<file path="src/rtl/mips32_fetch_queue_pkg.sv">
// Shared MIPS32 definitions: opcodes, instruction classes, fetch-queue types.
// Pure declarations, no timing.
// No handshake lives here.
package mips32_pkg;

  // Opcode field [31:26]
  localparam logic [5:0] OP_ADD   = 6'b000000;
  localparam logic [5:0] OP_SUB   = 6'b000001;
  localparam logic [5:0] OP_AND   = 6'b000010;
  localparam logic [5:0] OP_OR    = 6'b000011;
  localparam logic [5:0] OP_SLT   = 6'b000100;
  localparam logic [5:0] OP_MUL   = 6'b000101;
  localparam logic [5:0] OP_LW    = 6'b001000;
  localparam logic [5:0] OP_SW    = 6'b001001;
  localparam logic [5:0] OP_ADDI  = 6'b001010;
  localparam logic [5:0] OP_SUBI  = 6'b001011;
  localparam logic [5:0] OP_SLTI  = 6'b001100;
  localparam logic [5:0] OP_BNEQZ = 6'b001101;
  localparam logic [5:0] OP_BEQZ  = 6'b001110;
  localparam logic [5:0] OP_HLT   = 6'b111111;

  typedef enum logic [2:0] {
    ITYPE_RR_ALU,
    ITYPE_RM_ALU,
    ITYPE_LOAD,
    ITYPE_STORE,
    ITYPE_BRANCH,
    ITYPE_HALT
  } instr_type_t;

  typedef enum logic {
    RUN,
    STOPPED
  } fq_state_t;

  typedef struct packed {
    logic [31:0] ir;
    logic [31:0] npc;
  } fq_entry_t;

  function automatic logic is_hlt(input logic [31:0] ir);
    return ir[31:26] == OP_HLT;
  endfunction

endpackage

</file>
<file path="src/rtl/mips32_fetch_queue_if.sv">
// Fetch-queue buses: instruction-memory read port and decode valid/ready port.
// Memory data returns one cycle after the request.
// Decode side holds head stable while out_valid=1 and out_ready=0.
interface mips32_fetch_queue_if #(
  parameter int ADDR_W = 10
);
  logic              imem_req;
  logic [ADDR_W-1:0] imem_addr;
  logic [31:0]       imem_rdata;
  logic              out_valid;
  logic [31:0]       out_ir;
  logic [31:0]       out_npc;
  logic              out_ready;

  // Fetch-queue side
  modport master (
    output imem_req, imem_addr,
    input  imem_rdata,
    output out_valid, out_ir, out_npc,
    input  out_ready
  );

  // Memory / decode side
  modport slave (
    input  imem_req, imem_addr,
    output imem_rdata,
    input  out_valid, out_ir, out_npc,
    output out_ready
  );
endinterface

</file>
<file path="src/rtl/mips32_sync_fifo.sv">
// Synchronous FIFO of fetch entries with count and synchronous flush.
// Head is read combinationally; a push is visible at the head next cycle.
// No internal backpressure: caller guarantees no push when full.
module mips32_sync_fifo
  import mips32_pkg::*;
#(
  parameter int DEPTH = 4
) (
  input  logic                   clk1,
  input  logic                   rst,
  input  logic                   flush_i,
  input  logic                   push_i,
  input  fq_entry_t              push_dat_i,
  input  logic                   pop_i,
  output fq_entry_t              head_o,
  output logic [$clog2(DEPTH):0] count_o,
  output logic                   empty_o
);
  localparam int PTR_W = $clog2(DEPTH);
  localparam int CNT_W = PTR_W + 1;

  fq_entry_t              mem_q [DEPTH];
  logic [PTR_W-1:0]       wr_ptr_q, rd_ptr_q;
  logic [CNT_W-1:0]       cnt_q;

  // Pointers and occupancy; power-of-two depth lets pointers wrap naturally
  always_ff @(posedge clk1) begin
    if (rst || flush_i) begin
      wr_ptr_q <= '0;
      rd_ptr_q <= '0;
      cnt_q    <= '0;
    end else begin
      if (push_i) wr_ptr_q <= wr_ptr_q + 1'b1;
      if (pop_i)  rd_ptr_q <= rd_ptr_q + 1'b1;
      case ({push_i, pop_i})
        2'b10:   cnt_q <= cnt_q + 1'b1;
        2'b01:   cnt_q <= cnt_q - 1'b1;
        default: cnt_q <= cnt_q;
      endcase
    end
  end

  // Storage array, no reset needed since occupancy guards reads
  always_ff @(posedge clk1) begin
    if (push_i && !flush_i && !rst) mem_q[wr_ptr_q] <= push_dat_i;
  end

  assign head_o  = mem_q[rd_ptr_q];
  assign count_o = cnt_q;
  assign empty_o = (cnt_q == '0);

endmodule

</file>
<file path="src/rtl/mips32_fetch_queue.sv">
// MIPS32 instruction prefetch queue owning the fetch PC; optional stats via FQ_STATS_EN.
// Fetch-to-decode 2 cycles; redirect-to-target-valid 3 cycles.
// Credit based: requests stop when buffered + in-flight words reach DEPTH.
module mips32_fetch_queue
  import mips32_pkg::*;
#(
  parameter int          DEPTH    = 4,
  parameter int          ADDR_W   = 10,
  parameter logic [31:0] RESET_PC = 32'd0
) (
  input  logic                clk1,
  input  logic                rst,
  mips32_fetch_queue_if.master bus,
  input  logic                redirect_valid,
  input  logic [31:0]         redirect_pc,
  input  logic                halt,
  output logic [31:0]         fetch_pc
`ifdef FQ_STATS_EN
  ,
  output logic [15:0]         stat_flushes,
  output logic [15:0]         stat_stalls
`endif
);
  localparam int CNT_W = $clog2(DEPTH) + 1;

  fq_state_t        state_q, state_d;
  logic [31:0]      pc_q, pc_d;
  logic             inflight_q, inflight_d;
  logic [31:0]      npc_q, npc_d;

  logic             issue, push, pop, out_vld, hlt_push;
  logic [CNT_W-1:0] fifo_cnt, credits_used;
  logic             fifo_empty;
  fq_entry_t        head, push_ent;

  assign credits_used = fifo_cnt + CNT_W'(inflight_q);
  assign hlt_push     = push && is_hlt(bus.imem_rdata);
  assign push_ent     = '{ir: bus.imem_rdata, npc: npc_q};

  // State register
  always_ff @(posedge clk1) begin
    if (rst) state_q <= RUN;
    else     state_q <= state_d;
  end

  // Next state: redirect decides RUN/STOPPED; HLT or halt stops a running fetch
  always_comb begin
    state_d = state_q;
    if (redirect_valid)                          state_d = halt ? STOPPED : RUN;
    else if (state_q == RUN && (halt || hlt_push)) state_d = STOPPED;
  end

  // Outputs: issue gating, return acceptance (words after HLT dropped), decode handshake
  always_comb begin
    issue   = !rst && state_q == RUN && !halt && !redirect_valid
              && (credits_used < CNT_W'(DEPTH));
    push    = inflight_q && !redirect_valid && state_q == RUN;
    out_vld = !fifo_empty && !redirect_valid;
    pop     = out_vld && bus.out_ready;
  end

  // PC and in-flight tracking next state
  always_comb begin
    pc_d       = pc_q;
    npc_d      = npc_q;
    inflight_d = issue;
    if (redirect_valid) begin
      pc_d = redirect_pc;
    end else if (issue) begin
      pc_d  = pc_q + 32'd1;
      npc_d = pc_q + 32'd1;
    end
  end

  // PC and in-flight registers
  always_ff @(posedge clk1) begin
    if (rst) begin
      pc_q       <= RESET_PC;
      npc_q      <= '0;
      inflight_q <= 1'b0;
    end else begin
      pc_q       <= pc_d;
      npc_q      <= npc_d;
      inflight_q <= inflight_d;
    end
  end

  mips32_sync_fifo #(.DEPTH(DEPTH)) u_fifo (
    .clk1       (clk1),
    .rst        (rst),
    .flush_i    (redirect_valid),
    .push_i     (push),
    .push_dat_i (push_ent),
    .pop_i      (pop),
    .head_o     (head),
    .count_o    (fifo_cnt),
    .empty_o    (fifo_empty)
  );

  assign bus.imem_req  = issue;
  assign bus.imem_addr = pc_q[ADDR_W-1:0];
  assign bus.out_valid = out_vld;
  assign bus.out_ir    = head.ir;
  assign bus.out_npc   = head.npc;
  assign fetch_pc      = pc_q;

`ifdef FQ_STATS_EN
  logic [15:0] flushes_q, stalls_q;

  // Saturating redirect and decode-starvation counters
  always_ff @(posedge clk1) begin
    if (rst) begin
      flushes_q <= '0;
      stalls_q  <= '0;
    end else begin
      if (redirect_valid && flushes_q != 16'hFFFF) flushes_q <= flushes_q + 16'd1;
      if (state_q == RUN && !out_vld && !redirect_valid && stalls_q != 16'hFFFF)
        stalls_q <= stalls_q + 16'd1;
    end
  end

  assign stat_flushes = flushes_q;
  assign stat_stalls  = stalls_q;
`endif

endmodule

</file>
<file path="src/flat_wrapper.sv">
// flat-port wrapper written by rule: the top's interface ports become plain ports
module mips32_fetch_queue_flat import mips32_pkg::*;
#(
  parameter int          DEPTH    = 4,
  parameter int          ADDR_W   = 10,
  parameter logic [31:0] RESET_PC = 32'd0
)
  (clk1, rst, redirect_valid, redirect_pc, halt, fetch_pc, bus_imem_req, bus_imem_addr, bus_imem_rdata, bus_out_valid, bus_out_ir, bus_out_npc, bus_out_ready);
  mips32_fetch_queue_if #(.ADDR_W(ADDR_W)) bus_i ();
  input  logic clk1;
  input  logic rst;
  input  logic redirect_valid;
  input  logic [31:0] redirect_pc;
  input  logic halt;
  output logic [31:0] fetch_pc;
  output wire logic [$bits(bus_i.imem_req)-1:0] bus_imem_req;
  output wire logic [$bits(bus_i.imem_addr)-1:0] bus_imem_addr;
  input wire logic [$bits(bus_i.imem_rdata)-1:0] bus_imem_rdata;
  output wire logic [$bits(bus_i.out_valid)-1:0] bus_out_valid;
  output wire logic [$bits(bus_i.out_ir)-1:0] bus_out_ir;
  output wire logic [$bits(bus_i.out_npc)-1:0] bus_out_npc;
  input wire logic [$bits(bus_i.out_ready)-1:0] bus_out_ready;
  assign bus_imem_req = bus_i.imem_req;
  assign bus_imem_addr = bus_i.imem_addr;
  assign bus_i.imem_rdata = bus_imem_rdata;
  assign bus_out_valid = bus_i.out_valid;
  assign bus_out_ir = bus_i.out_ir;
  assign bus_out_npc = bus_i.out_npc;
  assign bus_i.out_ready = bus_out_ready;
  mips32_fetch_queue #(.DEPTH(DEPTH), .ADDR_W(ADDR_W), .RESET_PC(RESET_PC)) u_core (.clk1(clk1), .rst(rst), .bus(bus_i), .redirect_valid(redirect_valid), .redirect_pc(redirect_pc), .halt(halt), .fetch_pc(fetch_pc));
endmodule
</file>
<file path="config.mk">
export PLATFORM = sky130hd
export DESIGN_NAME = mips32_fetch_queue_flat
export DESIGN_NICKNAME = d
export VERILOG_FILES = /design/src/rtl/mips32_fetch_queue_pkg.sv /design/src/rtl/mips32_fetch_queue_if.sv /design/src/rtl/mips32_sync_fifo.sv /design/src/rtl/mips32_fetch_queue.sv /design/src/flat_wrapper.sv
export SDC_FILE = /design/constraint.sdc
export NUM_CORES = 1
export LEC_CHECK = 0
export BUFFER_PORTS_ARGS = -buffer_cell sky130_fd_sc_hd__buf_2
export CAP_MARGIN = 25
export CORE_MARGIN = 5
export CORE_UTILIZATION = 35
export DETAILED_ROUTE_END_ITERATION = 10
export MAX_ROUTING_LAYER = met4
export PLACE_DENSITY = 0.61
export SLEW_MARGIN = 5
export SYNTH_ARGS = -nofsm -noshare
export SYNTH_HDL_FRONTEND = slang
export SYNTH_SLANG_ARGS = --single-unit
</file>
<file path="constraint.sdc">
create_clock -name clk1 -period 2.5 [get_ports clk1]
set_clock_uncertainty 0.1 [all_clocks]
set_input_delay 0 -clock clk1 [delete_from_list [all_inputs] [get_ports clk1]]
set_output_delay 0 -clock clk1 [all_outputs]
set_load 0.01 [all_outputs]
</file>
==> results_dict.tcl <==
set metrics [dict create \
    viasPerCell 4.94 \
    synthFlopType "edfxtp_1" \
    hp-class "input pin to flip-flop" \
    synth_cell_types 45 \
    fp.dieH_um 203 \
    final_common_cell "edfxtp_1" \
    cts-htree-levels 2 \
    fin_crit_sh 0.948 \
    synthCells 811 \
    power.density_mw_per_mm2 705 \
    cp.depth 5 \
    clk_pin_slew_ns 0.06 \
    dp_hpwl_mm 21.6 \
    fin_crit_ns 2.37 \
    p_seq_frac 0.506 \
    hold_depth 2 \
    intPower_mw 9.48 \
    grt_max_degree 44 \
    post_cts_buffers 0 \
    fp.dieW_um 203 \
    syn-cell-area_mm2 0.0131 \
    die-area_mm2 0.0413 \
    worstPathMaxFanout 5 \
    n_antenna_cell 0 \
    path_class "flip-flop to flip-flop" \
    grt_pass1_vias 8289 \
    vias 7946 \
    endpoint_kind "flip-flop" \
    core_mm2 0.0368 \
    finalSetupViolCount 0 \
    cts-root-buf "clkbuf_16" \
    status "finished clean" \
    clkPwrFrac 0.443 \
    ys_seq_area_frac 0.703 \
    ys_ff_latch 331 \
    worst_slew_pin_slew_ns 0.510 \
    postLayoutCellArea_mm2 0.0170 \
    async_flop_share 0 \
    clock_latency_ns 0.52 \
    firstDrtPassIters 5 \
    pwr-share-comb 0.050 \
    crit_arrival_ns 2.70 \
    finalNetCount 1188 \
    grt_pass1_wl_mm 49.3 \
    drv_slew 0 \
    synth_edf_count 256 \
    final_cell_mix "256 x edfxtp_1, 176 x buf_2, 79 x dlygate4sd3_1" \
    routedWlPerCell_um 19.8 \
    clkSinkCount 331 \
    antenna_found_initial 0 \
    drcViolationCount 0 \
    area_growth_pct 29.6 \
    peakVddDrop_mv 0.384 \
    cp_data_required_time_ns 2.83 \
    p_leak_nw 5.95 \
    crit_family "simple AND/OR/NAND/NOR gates" \
    ys_warn_count 0 \
    initial_core_util 0.355 \
    cts_buffers 36 \
    post_dp_cell_area_mm2 0.0150 \
    grt_overflow 0 \
    power_switching_share 0.207 \
    postRouteAntennaNets 0 \
    wirelength_mm 31.9 \
    drive_gt1_frac 0.330 \
    slowest_delay_ns 0.56 \
    max_slew_margin 0.660 \
    drt_iter0_markers 417 \
    cts_tree "yes" \
    place.gp.congestion 0.843 \
    clk_path_buf_depth 3 \
    cap_viol_max_count 0 \
    cp_num_buf_inv 0 \
    slowest_stage "or4_4" \
    hold_viol 0 \
    placement.io_buffers 176 \
    p_sw_mw 2.47 \
    setup_tns_ns 0 \
    cp-start-kind "flip-flop" \
    io_pins 177 \
    syn_nets 887 \
    syn_avg_cell_area_um2 16.1 \
    gr-usage-all-layers 0.158 \
    rr_worst_depth 5 \
    rows 70 \
    rsz0062_at_grt "false" \
    max_freq_mhz 422 \
    worstPathCellList "nand4_1 -> or4_4 -> or4b_4 -> or4_1 -> a311oi_1" \
]
## cells in the mapped netlist, drive strengths merged (8+ instances only)
cell type | count | area share
edfxtp | 256 | 0.59
nor2 | 77 | 0.022
dfxtp | 75 | 0.11
mux4 | 64 | 0.11
a211oi | 45 | 0.026
nand2 | 36 | 0.011
xnor2 | 35 | 0.023
clkbuf | 28 | 0.0080
buf | 25 | 0.010
xor2 | 24 | 0.016
nand3 | 22 | 0.0084
a21oi | 15 | 0.0057
nor3 | 12 | 0.0046
o21ai | 12 | 0.0046
inv | 11 | 0.0032
nand4 | 10 | 0.0053
nor4 | 10 | 0.0048
and3 | 8 | 0.0038
## logic make-up after synthesis
group                      share of synthesized area
AOI/OAI and AO/OA                             0.0474
DFF                                            0.703
xor gates and xnor gates                      0.0395
buffers and inverters                         0.0218
and+or+nand+nor                               0.0711
muxes                                          0.110
adders and majority gates                    0.00727
## area by class of cell
type / count / area [um2]
multi-input combinational: 415 / 3630
sequential: 331 / 9210
inverter: 12 / 45.0
timing repair buffer: 316 / 2290
tap: 468 / 586
clock buffer: 47 / 993
clock inverter: 18 / 191
fill: 3261 / 19800
## through the flow
stage / total power, mW / util / hold WS, ns / instances / setup WS (ns)
global route: 12.4 / 0.461 / 0.114 / 1607 / 0.00854
CTS: 12.1 / 0.460 / 0.0915 / 1607 / 0.0476
finish: 12.0 / 0.461 / 0.134 / 1607 / 0.130
detailed placement: 6.67 / 0.407 / 0.124 / 1463 / 0.0326
global placement: 6.66 / 0.407 / 0.114 / 1463 / 0.0786
floorplan: 6.41 / - / -0.00113 / 811 / 0.0239
## final timing paths
kind,start,endpoint,slack [ns]
setup / recovery,u_core.fetch_pc[9],u_core.fetch_pc[29],0.13
setup reg to reg,u_core.fetch_pc[9],u_core.fetch_pc[29],0.13
hold / removal,bus_imem_rdata[20],u_core.u_fifo.mem_q[1][52],0.13
hold reg to reg,u_core.npc_q[11],u_core.u_fifo.mem_q[1][11],0.41
## what timing repair did
action,in CTS,in global routing
setup endpoints to repair,0,3
gates resized for setup,0,3
hold buffers,79,0
endpoints found under the hold margin,173,0
## registers in the layout, indices dropped and copies added (netlist names), named ones only
register	flops
u_core.u_fifo.mem_q	256
u_core.fetch_pc	32
u_core.npc_q	32
u_core.u_fifo.count_o	3
u_core.u_fifo.rd_ptr_q	2
u_core.u_fifo.wr_ptr_q	2
u_core.inflight_q	1
u_core.state_q	1
## layer usage
| metal | track usage | up-vias | part of all wire |
|---|---|---|---|
| li1 | - | 3757 | - |
| met1 | 0.217 | 3917 | 0.46 |
| met2 | 0.245 | 220 | 0.47 |
| met3 | 0.0288 | 52 | 0.047 |
| met4 | 0.0414 | 0 | 0.022 |
| met5 | - | - | 0 |
## power by group through the flow
stage / Sequential [mW] / Combinational, mW / Clock (mW)
2_1_floorplan: 6.19 / 0.222 / 0
5_1_grt: 6.06 / 0.655 / 5.70
3_5_place_dp: 6.17 / 0.505 / 0
3_3_place_gp: 6.16 / 0.500 / 0
6_report: 6.05 / 0.601 / 5.30
4_1_cts: 6.05 / 0.604 / 5.45
No activity file was read; power rests on OpenSTA's default activity.
